## config.mk

```make
export PLATFORM = sky130hd
export DESIGN_NAME = offside_call_monitor
export DESIGN_NICKNAME = d
export VERILOG_FILES = /design/src/rtl/offside_call_monitor.sv
export SDC_FILE = /design/constraint.sdc
export NUM_CORES = 1
export LEC_CHECK = 0
export BUFFER_PORTS_ARGS = -buffer_cell sky130_fd_sc_hd__buf_2
export CAP_MARGIN = 30
export CORE_AREA = 8 8 45 47
export CTS_BUF_LIST = sky130_fd_sc_hd__clkbuf_16
export DETAILED_ROUTE_END_ITERATION = 6
export DIE_AREA = 0 0 53 55
export PLACE_DENSITY = 0.69
export SLEW_MARGIN = 20
export SYNTH_ARGS = -nofsm -noshare
export SYNTH_HDL_FRONTEND = slang
export SYNTH_SLANG_ARGS = --single-unit
```

## constraint.sdc

```tcl
create_clock -name CLK -period 1.6 [get_ports CLK]
set_input_delay 0 -clock CLK [delete_from_list [all_inputs] [get_ports CLK]]
set_output_delay 0 -clock CLK [all_outputs]
set_load 0.02 [all_outputs]
```

## src/rtl/offside_call_monitor.sv

```systemverilog
// Qualifies the detector's offside indication P over HOLD_CYCLES consecutive
// samples, latches a call until acknowledged, and counts confirmed calls.
module offside_call_monitor #(
  parameter int HOLD_CYCLES = 3,
  parameter int CNT_W       = 8
) (
  input  logic             CLK,
  input  logic             RST,
  input  logic             P,
  input  logic             ACK,
  output logic             FLAG,
  output logic [CNT_W-1:0] CALL_CNT,
  output logic [1:0]       STATE
);

  localparam int RUN_W = $clog2(HOLD_CYCLES + 1);
  localparam logic [RUN_W-1:0] HOLD_L  = RUN_W'(HOLD_CYCLES);
  localparam logic [RUN_W-1:0] RUN_ONE = RUN_W'(1);
  localparam logic [CNT_W-1:0] CNT_MAX = '1;

  typedef enum logic [1:0] {
    S_IDLE     = 2'd0,
    S_ARMED    = 2'd1,
    S_FLAG     = 2'd2,
    S_WAIT_LOW = 2'd3
  } state_e;

  state_e           state_q, state_d;
  logic [RUN_W-1:0] run_q, run_d;
  logic [CNT_W-1:0] cnt_q, cnt_d;
  logic             call_inc;

  always_comb begin
    state_d  = state_q;
    run_d    = run_q;
    call_inc = 1'b0;
    case (state_q)
      S_IDLE: begin
        if (P) begin
          run_d = RUN_ONE;
          if (HOLD_CYCLES == 1) begin
            state_d  = S_FLAG;
            call_inc = 1'b1;
          end else begin
            state_d = S_ARMED;
          end
        end else begin
          run_d = '0;
        end
      end
      S_ARMED: begin
        if (!P) begin
          state_d = S_IDLE;
          run_d   = '0;
        end else begin
          run_d = run_q + RUN_ONE;
          if (run_q + RUN_ONE == HOLD_L) begin
            state_d  = S_FLAG;
            call_inc = 1'b1;
          end
        end
      end
      S_FLAG: begin
        // Holding P high through the ACK must not re-arm: park in WAIT_LOW.
        if (ACK) begin
          state_d = P ? S_WAIT_LOW : S_IDLE;
          run_d   = '0;
        end
      end
      S_WAIT_LOW: begin
        run_d = '0;
        if (!P) state_d = S_IDLE;
      end
      default: begin
        state_d = S_IDLE;
        run_d   = '0;
      end
    endcase
  end

  always_comb begin
    cnt_d = cnt_q;
    if (call_inc && cnt_q != CNT_MAX) cnt_d = cnt_q + CNT_W'(1);
  end

  always_ff @(posedge CLK) begin
    if (RST) begin
      state_q <= S_IDLE;
      run_q   <= '0;
      cnt_q   <= '0;
    end else begin
      state_q <= state_d;
      run_q   <= run_d;
      cnt_q   <= cnt_d;
    end
  end

  assign FLAG     = (state_q == S_FLAG);
  assign CALL_CNT = cnt_q;
  assign STATE    = state_q;

endmodule

```

==> results.py, run 1 <==
metrics = {
    "worst_setup_path": {
        "path_max_fanout": 5,
        "worstPathBufferInverterCount": 0,
        "r2r_start": "CALL_CNT[1]",
        "crit_type": "flop to flop",
        "end_kind": "flop",
        "cp_top_family": "flip-flops",
        "cp_slowest_cell": "sky130_fd_sc_hd__dfxtp_1",
        "cp_data_required_time_ps": 1720,
        "crit_path_start_kind": "flop",
        "critical_path_arrival_ps": 1620,
        "path_cells": "ha_1, nand2_1, o31ai_2, mux2i_1, nor2_1",
        "crit_path_start": "CALL_CNT[1]",
        "critical-path-max-stage-delay_ps": 380,
    },
    "pwr": {
        "p_sw_frac": 0.183,
        "combPwrFrac": 0.029,
        "irDropWorstVdd_uv": 565,
        "leakage_nw": 0.354,
        "cellPowerDensity_mw_per_mm2": 1010,
        "cell_internal_power_dissipation_mw": 0.640,
        "p_seq_frac": 0.392,
        "net_switching_power_mw": 0.144,
        "power_frac_clock": 0.579,
    },
    "yosys": {
        "dominantRegCellSynth": "sky130_fd_sc_hd__dfxtp_1",
        "synth-edff-count": 0,
        "synth_top_area_frac": 0.403,
        "synth.lib_cells_used.distinct": 26,
        "syn-num-nets": 76,
        "synth.top_cells.by_area": "sky130_fd_sc_hd__dfxtp_1, sky130_fd_sc_hd__nor2_1, sky130_fd_sc_hd__a21oi_1",
        "synth_async_sr_flop_share": 0,
        "post-synth-top-count-cell": "sky130_fd_sc_hd__dfxtp_1",
        "synthesis.yosys.warnings": 0,
        "synth_top_area_cell": "sky130_fd_sc_hd__dfxtp_1",
        "synthesis.instances": 70,
        "syn-cell-area_um2": 596,
        "synth-seq-cells": 12,
        "post_synthesis_sequential_area_ratio": 0.403,
        "synth.cells.most_frequent": "sky130_fd_sc_hd__dfxtp_1, sky130_fd_sc_hd__nor2_1, sky130_fd_sc_hd__nand2_1",
        "synth_area_per_cell_um2": 8.51,
    },
    "floorplan": {
        "core_area_mm2": 0.00138,
        "start_util": 0.430,
        "design.portCount": 15,
        "floorplan.die.width_um": 53,
        "area_of_the_die_mm2": 0.00292,
        "floorplan.die.height_um": 55,
        "placementRows": 14,
    },
    "cts": {
        "cts_post_setup_buffers_inserted": 0,
        "clockRootBuffer": "sky130_fd_sc_hd__clkbuf_16",
        "cts-htree-levels": 1,
        "numClockSinks": 12,
        "tritoncts_clock_tree": "built",
        "cts_hold_buffers": 0,
        "cts_inserted_buffers": 3,
        "clock_path_buffers": 2,
        "cts_resized": 0,
        "clock_latency_ps": 240,
        "path_clk_slew_ps": 40,
    },
    "placed_design": {
        "hpwl_um": 1010,
        "place_congestion": 0.782,
        "detailedPlace.worstSlack_ps": 106,
        "place.port_buffers": 14,
    },
    "timing": {
        "final_min_period_over_clock_period": 0.936,
        "timing.max_slew.rel_slack": 0.765,
        "clock_skew_ps": 2.88,
        "maxClockFrequency_mhz": 668,
        "report.final.setup_viol": 0,
        "final_period_minus_worst_setup_slack_ps": 1500,
        "final-max-slew-violation-count": 0,
        "timing.final.hold_violations": 0,
        "setup_total_negative_slack_ps": 0,
        "final_worst_setup_slack_ps": 103,
        "worst_pin_slew_ps": 344,
        "rsz0062_at_grt": "false",
    },
    "worst_hold_path": {
        "timing.hold.worst.start": "P",
        "hold_path_class": "input pin to flop",
    },
    "layout": {
        "finalNetCount": 96,
        "area.growth.synth_to_final_pct": 30.3,
        "diode_insertion_count_for_antenna_repair": 0,
        "drive_above_1_share": 0.258,
    },
    "drt": {
        "drc": 0,
        "dr_total_vias": 568,
        "dr.first_iter.drc_count": 3,
        "detail-route-antenna-nets": 0,
        "drt_pre_antenna_iters": 2,
        "via_per_inst": 5.41,
        "routed_wl_um": 1340,
        "post_drt_wl_per_cell_um": 12.7,
    },
    "run": {
        "max_cap_viol_count": 0,
    },
    "global_route": {
        "grt_antenna_before_repair": 0,
        "grt_start_max_net_pins": 13,
        "groute.usage.overall": 0.107,
        "grt_first_pass_wirelength_um": 2290,
        "vias_in_the_first_global_route": 577,
        "grt_overflow_total": 0,
    },
    "status": {
        "status": "finished clean",
    },
}
[cell families after synthesis]
group,Yosys count,share of synthesized area
adder cells (fa/ha/maj),2,0.0420
flip-flops,12,0.403
AND/OR/NAND/NOR,34,0.307
multiplexers,2,0.0336
AO/OA/AOI/OAI,13,0.153
buffers and inverters,5,0.0315
XOR/XNOR,2,0.0294
[stage by stage]
stage | hold WS [ps] | cell area (µm²) | cells | power [mW] | util
floorplan | 77.7 | 596 | 70 | 0.325 | -
global placement | 305 | 697 | 101 | 0.335 | 0.504
detailed placement | 311 | 697 | 101 | 0.336 | 0.504
CTS | 59.8 | 776 | 105 | 0.793 | 0.561
global route | 73.6 | 776 | 105 | 0.810 | 0.561
finish | 63.6 | 776 | 105 | 0.784 | 0.561
[per-layer routing]
metal	global-route usage	vias to the layer above	wire length, µm
met5	0	-	0
met4	0.103	0	66
met3	0.0348	7	89
met2	0.168	17	572
met1	0.111	256	607
li1	-	288	-
[state kept, by name, indices dropped and copies added, names as in the netlist]
signal	cells
STATE	2
run_q	2
CALL_CNT	8
[tightest hold or removal path, stage by stage]
cell	delay, ps
sky130_fd_sc_hd__buf_2	120
sky130_fd_sc_hd__inv_1	70
sky130_fd_sc_hd__a2111oi_0	60
[cell usage in the layout, fill, tap and decap left out, types with 2 or more instances in the layout]
cell type	count
sky130_fd_sc_hd__nand2_1	6
sky130_fd_sc_hd__nor2_1	11
sky130_fd_sc_hd__xor2_1	2
sky130_fd_sc_hd__a21oi_1	5
sky130_fd_sc_hd__buf_2	14
sky130_fd_sc_hd__and3_1	2
sky130_fd_sc_hd__clkbuf_16	3
sky130_fd_sc_hd__ha_1	2
sky130_fd_sc_hd__a32oi_1	2
sky130_fd_sc_hd__nand3_1	2
sky130_fd_sc_hd__inv_1	4
sky130_fd_sc_hd__buf_4	2
sky130_fd_sc_hd__mux2i_1	2
sky130_fd_sc_hd__nor3_1	4
sky130_fd_sc_hd__o21ai_0	3
sky130_fd_sc_hd__dfxtp_1	12
[final cells by class]
| type | instances | area (µm²) |
|---|---|---|
| Tap cell | 16 | 20.0 |
| Fill cell | 136 | 608 |
| Timing Repair Buffer | 16 | 85.1 |
| Inverter | 4 | 15.0 |
| Clock buffer | 3 | 75.1 |
| Multi-Input combinational cell | 53 | 337 |
| Sequential cell | 12 | 240 |
| Clock inverter | 1 | 3.75 |
[power groups by stage]
stage	logic, mW	registers [mW]	clock network, mW
after floorplan	0.0115	0.314	0
after global placement	0.0230	0.312	0
after detailed placement	0.0231	0.313	0
after CTS	0.0230	0.307	0.462
after global routing	0.0253	0.307	0.477
final	0.0230	0.307	0.454
[path summary, 6_finish.rpt]
kind	endpoint	slack [ps]	cells after the start
setup / recovery	CALL_CNT[1]	100	5
hold / removal	STATE[0]	60	3
hold reg to reg	run_q[0]	520	3
setup reg to reg	CALL_CNT[1]	100	5
Note: power is estimated with default switching activity, not from simulation.
==> run 2, diff against run 1 <==
--- a/config.mk
+++ b/config.mk
@@ -11,6 +11,7 @@
 export CTS_BUF_LIST = sky130_fd_sc_hd__clkbuf_16
 export DETAILED_ROUTE_END_ITERATION = 6
 export DIE_AREA = 0 0 53 55
+export GPL_TIMING_DRIVEN = 0
 export PLACE_DENSITY = 0.69
 export SLEW_MARGIN = 20
 export SYNTH_ARGS = -nofsm -noshare
==> run 2 against run 1 <==
Compared with the run above: combinational power is 10% higher; setup slack worse by 14 ps; total power down 1.7%; via count is 2.5% lower; utilization is 0.45 points higher; critical path depth rose by 1; global-route usage is 1.0 points lower; clock skew is essentially flat; maximum frequency shrank 0.92%; register-to-register slack about the same; clock-buffer cell count is the same; largest cell class unchanged.
==> results.py, run 2 (synthesis gave the netlist of run 1 again) <==
metrics = {
    "layout": {
        "leading_cell_type_in_the_layout_fill_and_taps_excluded": "sky130_fd_sc_hd__buf_2",
        "diode_insertion_count_for_antenna_repair": 0,
        "largest_register_ffs": 8,
        "number_of_filler_cells_placed_in_the_layout": 130,
        "area.growth.synth_to_final_pct": 31.3,
        "finalNetCount": 96,
        "layout_common_cells": "sky130_fd_sc_hd__buf_2, sky130_fd_sc_hd__dfxtp_1, sky130_fd_sc_hd__nor2_1",
        "drive_above_1_share": 0.250,
        "finalCoreUtilization": 0.565,
    },
    "timing": {
        "timing.final.hold_violations": 0,
        "clock_skew_ps": 2.48,
        "rsz0062_at_grt": "false",
        "final_min_period_over_clock_period": 0.944,
        "maxClockFrequency_mhz": 662,
        "setup_total_negative_slack_ps": 0,
        "report.final.setup_viol": 0,
        "timing.max_slew.rel_slack": 0.712,
        "final-max-slew-violation-count": 0,
        "worst_pin_slew_ps": 432,
        "final_period_minus_worst_setup_slack_ps": 1510,
    },
    "pwr": {
        "leakage_nw": 0.347,
        "cellPowerDensity_mw_per_mm2": 986,
        "p_sw_frac": 0.173,
        "power_frac_clock": 0.568,
        "combPwrFrac": 0.033,
        "p_seq_frac": 0.399,
        "cell_internal_power_dissipation_mw": 0.638,
        "design_power_total_mw": 0.771,
        "irDropWorstVdd_uv": 487,
        "net_switching_power_mw": 0.133,
    },
    "drt": {
        "drc": 0,
        "dr_total_vias": 554,
        "drt_pre_antenna_iters": 2,
        "dr.first_iter.drc_count": 4,
        "routed_wl_um": 1330,
        "via_per_inst": 5.33,
        "post_drt_wl_per_cell_um": 12.8,
        "detail-route-antenna-nets": 0,
    },
    "worst_setup_path": {
        "crit_type": "flop to flop",
        "end_kind": "flop",
        "path_max_fanout": 4,
        "crit_path_start_kind": "flop",
        "critical_path_arrival_ps": 1670,
        "cp_data_required_time_ps": 1760,
    },
    "floorplan": {
        "floorplan.die.height_um": 55,
        "area_of_the_die_mm2": 0.00292,
        "design.portCount": 15,
        "start_util": 0.430,
        "placementRows": 14,
        "core_area_mm2": 0.00138,
        "floorplan.die.width_um": 53,
    },
    "global_route": {
        "grt_antenna_before_repair": 0,
        "grt_overflow_total": 0,
        "grt_first_pass_wirelength_um": 2130,
        "groute.usage.overall": 0.0970,
        "grt_start_max_net_pins": 11,
        "vias_in_the_first_global_route": 512,
    },
    "placed_design": {
        "place.port_buffers": 14,
        "place_congestion": 0.791,
        "hpwl_um": 971,
    },
    "cts": {
        "clock_latency_ps": 230,
        "clock_path_buffers": 2,
        "clockRootBuffer": "sky130_fd_sc_hd__clkbuf_16",
        "cts-htree-levels": 1,
        "tritoncts_clock_tree": "built",
        "path_clk_slew_ps": 40,
        "cts_inserted_buffers": 3,
        "numClockSinks": 12,
    },
    "worst_hold_path": {
        "hold_path_class": "input pin to flop",
    },
    "status": {
        "status": "finished clean",
    },
    "run": {
        "max_cap_viol_count": 0,
    },
}
[run 2: worst max-delay path, stage by stage, from the launching register on]
cell and delay, ps:
sky130_fd_sc_hd__dfxtp_1 310, sky130_fd_sc_hd__inv_1 60, sky130_fd_sc_hd__ha_2 200, sky130_fd_sc_hd__and4b_4 290, sky130_fd_sc_hd__o211ai_2 120, sky130_fd_sc_hd__or3_1 320, sky130_fd_sc_hd__a21oi_1 130
[run 2: final timing paths]
check,end,cells past startpoint,startpoint,slack [ps]
min reg2reg,run_q[1],2,run_q[1],530
min,STATE[0],3,P,70
max reg2reg,CALL_CNT[5],6,run_q[0],90
max,CALL_CNT[5],6,run_q[0],90
[run 2: cell type report]
class / count / area, µm² / share of cell area
Buffer: 1 / 3.75 / 0.00480
Tap cell: 16 / 20.0 / 0.0256
Clock buffer: 3 / 75.1 / 0.0960
Multi-Input combinational cell: 53 / 348 / 0.445
Inverter: 4 / 15.0 / 0.0192
Sequential cell: 12 / 240 / 0.307
Timing Repair Buffer: 15 / 80.1 / 0.102
[run 2: what timing repair did]
item | in CTS | in global routing
gates resized for setup | 0 | 2
endpoints found under the setup margin | 0 | 2
buffers inserted | 0 | 0
hold buffers | 1 | 0
endpoints found under the hold margin | 2 | 0
[run 2: layer usage]
layer	vias up	global-route usage	wire, µm
met1	250	0.112	655
met4	0	0.0517	14
met2	16	0.154	563
li1	286	-	-
met3	2	0.0348	92
met5	-	0	0
[run 2: power by group through the flow]
stage	logic [mW]	clock network [mW]	registers (mW)
floorplan	0.0115	0	0.314
global placement	0.0233	0	0.312
detailed placement	0.0232	0	0.313
CTS	0.0253	0.441	0.308
global route	0.0285	0.459	0.308
finish	0.0253	0.438	0.308
[run 2: metrics by stage]
step	area, µm²	setup WS (ps)	cells	hold WS, ps
6_report	782	88.8	104	71.2
5_1_grt	782	2.26	104	78.6
4_1_cts	771	84.4	104	67.2
3_5_place_dp	686	105	100	201
3_3_place_gp	686	120	100	203
2_1_floorplan	596	115	70	77.7
